==> src/rtl/mmfl_pkg.sv <==
// -----------------------------------------------------------------------------
// mmfl_pkg
// Shared types and constants for the MinMax frame loader.
//   mmfl_state_e : loader phase (FILL, BURST, HOLD, DRAIN)
//   FRAME_LEN    : samples per frame
//   IDX_W        : width of a frame index / finder register index
// -----------------------------------------------------------------------------
package mmfl_pkg;

  localparam int FRAME_LEN = 8;
  localparam int IDX_W     = 3;

  typedef enum logic [1:0] {
    FILL  = 2'd0,
    BURST = 2'd1,
    HOLD  = 2'd2,
    DRAIN = 2'd3
  } mmfl_state_e;

endpackage

==> src/rtl/mmfl_frame_buf.sv <==
// -----------------------------------------------------------------------------
// mmfl_frame_buf
// FRAME_LEN x DATA_W register array holding one frame of samples.
// Ports:
//   clk, rst_n : clock, async active-low reset (clears every entry)
//   we         : write enable
//   waddr      : write index
//   wdata      : write data
//   raddr      : read index (combinational read)
//   rdata      : read data
// -----------------------------------------------------------------------------
module mmfl_frame_buf
  import mmfl_pkg::*;
#(
  parameter int DATA_W = 16
) (
  input  logic              clk,
  input  logic              rst_n,
  input  logic              we,
  input  logic [IDX_W-1:0]  waddr,
  input  logic [DATA_W-1:0] wdata,
  input  logic [IDX_W-1:0]  raddr,
  output logic [DATA_W-1:0] rdata
);

  logic [DATA_W-1:0] mem_q [FRAME_LEN];

  always_ff @(posedge clk or negedge rst_n) begin
    if (!rst_n) begin
      for (int i = 0; i < FRAME_LEN; i++) begin
        mem_q[i] <= '0;
      end
    end else if (we) begin
      mem_q[waddr] <= wdata;
    end
  end

  assign rdata = mem_q[raddr];

endmodule

==> src/rtl/minmax_frame_loader.sv <==
// -----------------------------------------------------------------------------
// minmax_frame_loader
// Gathers 8 samples per frame from a valid/ready stream, writes them into the
// MinMax finder as one unbroken 8-cycle WriteEn burst, keeps WriteEn high
// until the finder reports Valid, then hands Min/Max to the consumer over a
// valid/ready result port. Dropping WriteEn in DRAIN resets the finder.
//
// state | meaning
// FILL  | accept samples into the frame buffer (in_ready=1)
// BURST | write buf[0..7] into the finder, one register per cycle
// HOLD  | rewrite reg 7 to keep the finder enabled, wait for mm_valid
// DRAIN | WriteEn low, present result until out_ready
//
// Optional macro MMFL_TIMEOUT_EN: bounds HOLD to HOLD_TIMEOUT cycles and
// returns an error result (out_err=1, min/max=0) on expiry. Undefined, HOLD
// waits indefinitely and out_err is tied low.
//
// Ports:
//   clk, rst_n                     : clock, async active-low reset
//   in_valid, in_ready, in_data    : sample stream
//   WriteEn, WriteReg, WriteData   : finder write port
//   mm_valid, mm_min, mm_max       : finder result
//   out_valid, out_ready           : result handshake
//   out_min, out_max, out_err      : result payload
// -----------------------------------------------------------------------------
module minmax_frame_loader
  import mmfl_pkg::*;
#(
  parameter int DATA_W       = 16,
  parameter int HOLD_TIMEOUT = 32
) (
  input  logic              clk,
  input  logic              rst_n,
  input  logic              in_valid,
  output logic              in_ready,
  input  logic [DATA_W-1:0] in_data,
  output logic              WriteEn,
  output logic [IDX_W-1:0]  WriteReg,
  output logic [DATA_W-1:0] WriteData,
  input  logic              mm_valid,
  input  logic [DATA_W-1:0] mm_min,
  input  logic [DATA_W-1:0] mm_max,
  output logic              out_valid,
  input  logic              out_ready,
  output logic [DATA_W-1:0] out_min,
  output logic [DATA_W-1:0] out_max,
  output logic              out_err
);

  localparam logic [IDX_W-1:0] LAST_IDX = IDX_W'(FRAME_LEN - 1);

  mmfl_state_e       state_q, state_d;
  logic [IDX_W-1:0]  idx_q, idx_d;
  logic              out_valid_q, out_valid_d;
  logic [DATA_W-1:0] out_min_q, out_min_d;
  logic [DATA_W-1:0] out_max_q, out_max_d;

  logic              buf_we;
  logic [IDX_W-1:0]  buf_raddr;
  logic [DATA_W-1:0] buf_rdata;

`ifdef MMFL_TIMEOUT_EN
  localparam int HC_W = (HOLD_TIMEOUT > 1) ? $clog2(HOLD_TIMEOUT) : 1;
  localparam logic [HC_W-1:0] HOLD_LAST = HC_W'(HOLD_TIMEOUT - 1);

  logic [HC_W-1:0] hold_cnt_q, hold_cnt_d;
  logic            out_err_q, out_err_d;
`else
  // HOLD_TIMEOUT only matters when the timeout is built in.
  logic unused_hold_timeout;
  assign unused_hold_timeout = ^HOLD_TIMEOUT;
`endif

  // Frame storage. In HOLD the read index is pinned to the last register so
  // the rewrite is idempotent while idx_q has already wrapped to 0.
  assign buf_we    = (state_q == FILL) && in_valid;
  assign buf_raddr = (state_q == HOLD) ? LAST_IDX : idx_q;

  mmfl_frame_buf #(
    .DATA_W (DATA_W)
  ) u_frame_buf (
    .clk   (clk),
    .rst_n (rst_n),
    .we    (buf_we),
    .waddr (idx_q),
    .wdata (in_data),
    .raddr (buf_raddr),
    .rdata (buf_rdata)
  );

  // State register.
  always_ff @(posedge clk or negedge rst_n) begin
    if (!rst_n) begin
      state_q <= FILL;
    end else begin
      state_q <= state_d;
    end
  end

  // Next-state and datapath next values.
  always_comb begin
    state_d     = state_q;
    idx_d       = idx_q;
    out_valid_d = out_valid_q;
    out_min_d   = out_min_q;
    out_max_d   = out_max_q;
`ifdef MMFL_TIMEOUT_EN
    hold_cnt_d  = hold_cnt_q;
    out_err_d   = out_err_q;
`endif
    case (state_q)
      FILL: begin
        if (in_valid) begin
          idx_d = idx_q + 1'b1;
          if (idx_q == LAST_IDX) begin
            idx_d   = '0;
            state_d = BURST;
          end
        end
      end
      BURST: begin
        idx_d = idx_q + 1'b1;
        if (idx_q == LAST_IDX) begin
          idx_d   = '0;
          state_d = HOLD;
`ifdef MMFL_TIMEOUT_EN
          hold_cnt_d = '0;
`endif
        end
      end
      HOLD: begin
        // mm_valid is checked first so it wins over a coincident timeout.
        if (mm_valid) begin
          out_min_d   = mm_min;
          out_max_d   = mm_max;
          out_valid_d = 1'b1;
          state_d     = DRAIN;
`ifdef MMFL_TIMEOUT_EN
          out_err_d   = 1'b0;
        end else if (hold_cnt_q == HOLD_LAST) begin
          out_min_d   = '0;
          out_max_d   = '0;
          out_valid_d = 1'b1;
          out_err_d   = 1'b1;
          state_d     = DRAIN;
        end else begin
          hold_cnt_d  = hold_cnt_q + 1'b1;
`endif
        end
      end
      DRAIN: begin
        if (out_ready) begin
          out_valid_d = 1'b0;
          idx_d       = '0;
          state_d     = FILL;
        end
      end
      default: begin
        state_d = FILL;
        idx_d   = '0;
      end
    endcase
  end

  // Finder-facing outputs decode from registered state/idx and buffer only.
  always_comb begin
    in_ready  = 1'b0;
    WriteEn   = 1'b0;
    WriteReg  = '0;
    WriteData = '0;
    case (state_q)
      FILL: begin
        in_ready = 1'b1;
      end
      BURST: begin
        WriteEn   = 1'b1;
        WriteReg  = idx_q;
        WriteData = buf_rdata;
      end
      HOLD: begin
        WriteEn   = 1'b1;
        WriteReg  = LAST_IDX;
        WriteData = buf_rdata;
      end
      default: begin
        in_ready = 1'b0;
      end
    endcase
  end

  always_ff @(posedge clk or negedge rst_n) begin
    if (!rst_n) begin
      idx_q       <= '0;
      out_valid_q <= 1'b0;
      out_min_q   <= '0;
      out_max_q   <= '0;
    end else begin
      idx_q       <= idx_d;
      out_valid_q <= out_valid_d;
      out_min_q   <= out_min_d;
      out_max_q   <= out_max_d;
    end
  end

`ifdef MMFL_TIMEOUT_EN
  always_ff @(posedge clk or negedge rst_n) begin
    if (!rst_n) begin
      hold_cnt_q <= '0;
      out_err_q  <= 1'b0;
    end else begin
      hold_cnt_q <= hold_cnt_d;
      out_err_q  <= out_err_d;
    end
  end

  assign out_err = out_err_q;
`else
  assign out_err = 1'b0;
`endif

  assign out_valid = out_valid_q;
  assign out_min   = out_min_q;
  assign out_max   = out_max_q;

endmodule

==> config.mk <==
export PLATFORM = sky130hd
export DESIGN_NAME = minmax_frame_loader
export DESIGN_NICKNAME = d
export VERILOG_FILES = /design/src/rtl/mmfl_pkg.sv /design/src/rtl/mmfl_frame_buf.sv /design/src/rtl/minmax_frame_loader.sv
export SDC_FILE = /design/constraint.sdc
export NUM_CORES = 1
export LEC_CHECK = 0
export ABC_AREA = 0
export CORE_MARGIN = 8
export CORE_UTILIZATION = 35
export CTS_BUF_LIST = sky130_fd_sc_hd__clkbuf_16
export DETAILED_ROUTE_END_ITERATION = 8
export GPL_TIMING_DRIVEN = 0
export HOLD_SLACK_MARGIN = 0.05
export SYNTH_ARGS = -nofsm -noshare
export SYNTH_HDL_FRONTEND = slang
export SYNTH_HIERARCHICAL = 1
export SYNTH_SLANG_ARGS = --single-unit
==> constraint.sdc <==
create_clock -name clk -period 4.35 [get_ports clk]
set_input_delay 0.435 -clock clk [delete_from_list [all_inputs] [get_ports clk]]
set_output_delay 0.435 -clock clk [all_outputs]
set_load 0.03 [all_outputs]
==> results.ini, run 1 <==
[status]
status = complete, no violations

[worst_setup_path]
crit_path_max_incr_delay_ps = 650
path_max_fanout = 10
r2r_end = u_frame_buf/mem_q[126]
r2r-start = state_q[0]
ff2ff_setup_slack_ps = 1870
path_buf_inv = 4
required_ps = 3910
r2r.worst_path.cells = 7
critPathKind = register to primary output
startpoint_type = register
worst_setup_path_end_kind = primary output
arrival_ps = 3560
cpLargestDelayFamily = buffers and inverters
crit_chain = inv_1 -> ha_1 -> buf_6 -> or2_2 -> clkbuf_1 -> mux4_2 -> mux2_2 -> and2_1 -> clkdlybuf4s50_1
cp_slowest_cell = clkbuf_1

[routing]
firstDrtPassIters = 4
viasPerCell = 5.03
drtAntennaViolNets = 0
route.detailed.drc = 0
first_iter_violations = 132
vias = 4461
wl_per_cell_um = 20.1
wirelength_um = 17800

[sta]
worst_pin_slew_ps = 877
finalCritPeriodShare_pct = 91.8
drv_slew = 0
slew_headroom_pct = 41.6
timing.fmax_ghz = 0.250
min_period_ps = 3990
setup_viol = 0
hold_violations = 0
fin_hold_ws_ps = 16.1
rsz0062_at_grt = no
finClkSkew_ps = 6.08

[floorplanning]
die_h_um = 164
start_util_pct = 35.5
rows = 54
boundaryPins = 108
die-area_mm2 = 0.0270
chipWidth_um = 164
core_mm2 = 0.0217

[synth]
syn-cell-area_mm2 = 0.00770
synth_nets = 529
synth_area_per_cell_um2 = 16.4
synthesis.instances = 469
ys_seq_area_share_pct = 53.9
ys_ff_latch = 166
ys_warn_count = 6
synth.distinct_cells = 33

[grt]
grt_pass1_vias = 5004
groute.usage.overall_pct = 13.8
grt_max_degree = 95
grt_overflow = 0
use_met3_pct = 5.36
busiest_layer = met2
grt_pass1_wl_um = 28300
antenna_found_initial = 1
met1_usage_pct = 17.0
grt_util_met2_pct = 22.2

[layout]
final_nets = 655
antenna_cells = 0
drive_above_1_share_pct = 40.9
final_cell_mix = mux2_2, dfrtp_1, clkdlybuf4s50_1
final_common_cell = mux2_2
postLayoutCoreUtil_pct = 44.8
syn2layout_area_growth_pct = 26.0

[pwr]
ir_drop_mv = 0.334
p_leak_uw = 0.00445
pwr_density_cell_mw_per_mm2 = 787

[clocking]
ctsHoldBuffers = 0
path_clk_slew_ps = 60
cts_tree = done
clk_latency_ps = 420
cts_made_buffers = 17
root_buffer = clkbuf_16
htreeDepth = 4
post_cts_resize_count = 0
post_cts_buffers = 0
cts_num_sinks = 166
clockBufferDepth = 2

[placement]
dp_hpwl_um = 12200
portBuffers = 106
place_congestion = 0.689

[hold_path]
hp-class = primary input to asynchronous set/reset pin

[run]
maxCapViolCount = 0

cell type report:
cell class	instances	area, um^2
Tap cell	280	350
Timing Repair Buffer	107	1090
Sequential cell	166	4150
Fill cell	1908	12000
Multi-Input combinational cell	269	3330
Clock buffer	17	425
Buffer	31	206
Inverter	3	11.3
Clock inverter	14	136
registers in the layout, summed over array words and instances, names as in the netlist:
signal / flops
idx_q: 3
out_max: 16
u_frame_buf/mem_q: 128
state_q: 2
out_valid: 1
out_min: 16
through the flow:
step | setup slack (ps) | instance area [um^2] | power [uW] | setup TNS (ps) | std cells
global route | 201 | 9710 | 8100 | 0 | 887
detailed placement | 763 | 9140 | 6300 | 0 | 856
floorplan | 1660 | 7700 | 4970 | 0 | 469
finish | 357 | 9710 | 7630 | 0 | 887
CTS | 309 | 9710 | 7770 | 0 | 887
global placement | -3570 | 9110 | 6170 | -590120 | 855
power breakdown:
| group | switching (uW) | internal (uW) | total [uW] |
|---|---|---|---|
| combinational | 1760 | 1930 | 3690 |
| sequential | 312 | 2200 | 2510 |
| clock | 596 | 836 | 1430 |
how the worst max path moves through the flow:
stage,from,to,slack (ps),cells past startpoint
5_1_grt,state_q[0],WriteData[14],200,9
6_report,state_q[0],WriteData[14],360,9
3_3_place_gp,rst_n,u_frame_buf/mem_q[81],-3570,1
3_5_place_dp,state_q[0],WriteData[11],760,9
2_1_floorplan,state_q[0],WriteData[13],1660,9
4_1_cts,state_q[0],WriteData[11],310,9
layer usage:
metal  wire length, um  part of all wire [%]
met2              8770                    49
met5                13                 0.073
met4               157                  0.88
met1              7630                    43
met3              1240                   7.0
logic make-up after synthesis:
kind of cell / Yosys count / share of synthesized area, %
DFF: 166 / 53.9
AOI/OAI and AO/OA: 6 / 0.471
buffers and inverters: 34 / 2.83
adders and majority gates: 7 / 1.14
and+or+nand+nor: 42 / 4.40
muxes: 213 / 37.2
other: 1 / 0.0487
synth_stat cells (all sizes together):
cell    number  area (um^2)
nor3         1         5.00
or2          3         18.8
and2        17          106
dfrtp      166         4150
nor2b        8         57.6
ha           7         87.6
a22o         1         8.76
nand4b       3         45.0
conb         1         3.75
nand4        1         12.5
mux4        32          826
o21bai       1         7.51
nor4bb       2         20.0
and4bb       1         12.5
nand2        2         7.51
a21oi        4         20.0
inv          3         11.3
nor4b        2         32.5
clkbuf       5         20.0
mux2       179         2020
mux2i        2         20.0
or4          1         7.51
or4b         1         13.8
buf         26          186
No activity file was read; power rests on OpenSTA's default activity.
==> inputs of run 2 (changes only) <==
--- a/config.mk
+++ b/config.mk
@@ -6,7 +6,7 @@
 export NUM_CORES = 1
 export LEC_CHECK = 0
 export ABC_AREA = 0
-export CORE_MARGIN = 8
+export CORE_MARGIN = 5
 export CORE_UTILIZATION = 35
 export CTS_BUF_LIST = sky130_fd_sc_hd__clkbuf_16
 export DETAILED_ROUTE_END_ITERATION = 8
==> results.ini, run 2 (synthesis results as in run 1) <==
[routing]
wl_per_cell_um = 19.4
vias = 4429
drtAntennaViolNets = 0
wirelength_um = 17300
route.detailed.drc = 0
first_iter_violations = 153
viasPerCell = 4.98
firstDrtPassIters = 4

[grt]
grt_pass1_vias = 4971
groute.usage.overall_pct = 14.4
grt_overflow = 0
grt_max_degree = 109
antenna_found_initial = 0
grt_pass1_wl_um = 27600

[sta]
slew_headroom_pct = 42.9
worst_pin_slew_ps = 857
hold_violations = 0
timing.fmax_ghz = 0.249
min_period_ps = 4020
finClkSkew_ps = 8.44
drv_slew = 0
finalCritPeriodShare_pct = 92.5
setup_viol = 0
rsz0062_at_grt = no
setup_slack_ps = 328
fin_hold_ws_ps = 496

[worst_setup_path]
path_max_fanout = 10
worst_setup_path_end_kind = primary output
required_ps = 3910
critPathKind = register to primary output
crit_start = state_q[0]
r2r-start = state_q[0]
arrival_ps = 3590
startpoint_type = register

[placement]
place_ws_ps = 758
placed_area_mm2 = 0.00915
placed_cells_incl_taps = 856
portBuffers = 106
place_congestion = 0.724
dp_hpwl_um = 11800

[layout]
final_common_cell = mux2_2
final_cell_mix = mux2_2, dfrtp_1, clkdlybuf4s50_1
postLayoutCoreUtil_pct = 44.7
top_register = u_frame_buf/mem_q
fillerInstances = 1935
final_nets = 656
largest_register_ffs = 128
design_area_mm2 = 0.00973
fin_cells = 890
drive_above_1_share_pct = 41.2
syn2layout_area_growth_pct = 26.3

[pwr]
ir_drop_mv = 0.379
p_leak_uw = 0.00447
pwr_density_cell_mw_per_mm2 = 784

[floorplanning]
core_mm2 = 0.0218
die-area_mm2 = 0.0251
boundaryPins = 108
rows = 54
die_h_um = 158
start_util_pct = 35.4
chipWidth_um = 158

[clocking]
post_cts_buffers = 0
htreeDepth = 4
cts_tree = done
root_buffer = clkbuf_16
cts_num_sinks = 166
path_clk_slew_ps = 60
clockBufferDepth = 2
cts_made_buffers = 17
clk_latency_ps = 420

[hold_path]
min_from = u_frame_buf/mem_q[76]
hp-class = register to register

[run]
maxCapViolCount = 0

[status]
status = complete, no violations

-- run 2: cell count changes in the layout (fill, tap and decap cells not counted), sizes merged --
cell and delta:
dlygate4sd3 +1, bufinv -1, diode +1, inv +6, clkinv -2, clkinvlp -2
-- run 2: power breakdown --
group	total, uW	switching, uW	internal [uW]
sequential	2510	314	2200
combinational	3680	1740	1930
clock	1440	642	802
total	7630	2700	4930
-- run 2: final timing paths --
check / endpoint / slack (ps) / cells past startpoint
worst max-delay path: WriteData[11] / 330 / 9
worst min-delay path: u_frame_buf/mem_q[76] / 500 / 1
worst max register to register: u_frame_buf/mem_q[113] / 1870 / 7
worst min register to register: u_frame_buf/mem_q[76] / 500 / 1
max in group asynchronous: u_frame_buf/mem_q[48] / 2950 / 3
min in group asynchronous: u_frame_buf/mem_q[12] / 540 / 2
-- run 2: per-stage QoR --
step                power, uW  setup TNS [ps]
floorplan                4970               0
global placement         6160         -599300
detailed placement       6280               0
CTS                      7770               0
global route             8090               0
finish                   7630               0
-- run 2: final cells by class --
type / count / area (um^2) / area share, %
Tap cell: 280 / 350 / 3.60
Sequential cell: 166 / 4150 / 42.7
Antenna cell: 1 / 2.50 / 0.0257
Clock buffer: 17 / 425 / 4.37
Inverter: 3 / 11.3 / 0.116
Multi-Input combinational cell: 269 / 3330 / 34.3
Buffer: 31 / 206 / 2.12
Clock inverter: 15 / 143 / 1.47
Timing Repair Buffer: 108 / 1100 / 11.3
-- run 2: critical path, stage by stage, from the launching register on --
cell and delay, ps:
dfrtp_1 400, inv_1 130, ha_1 180, buf_6 140, or2_2 190, clkbuf_1 670
mux4_1 410, mux2_2 270, and2_1 180, clkdlybuf4s50_1 600
-- run 2: what timing repair did --
action / CTS / global route
endpoints found under the hold margin: 58 / 0
gates resized for setup: 0 / 0
hold buffers: 1 / 0
-- run 2: routing by layer --
layer | share of wire [%] | GRT usage (%) | wire (um) | vias to the layer above
li1 | - | - | - | 2017
met1 | 43 | 18.4 | 7490 | 2325
met2 | 51 | 24.7 | 8890 | 76
met3 | 4.4 | 3.67 | 753 | 11
met4 | 0.77 | 3.82 | 133 | 0
met5 | 0 | 0 | 0 | -
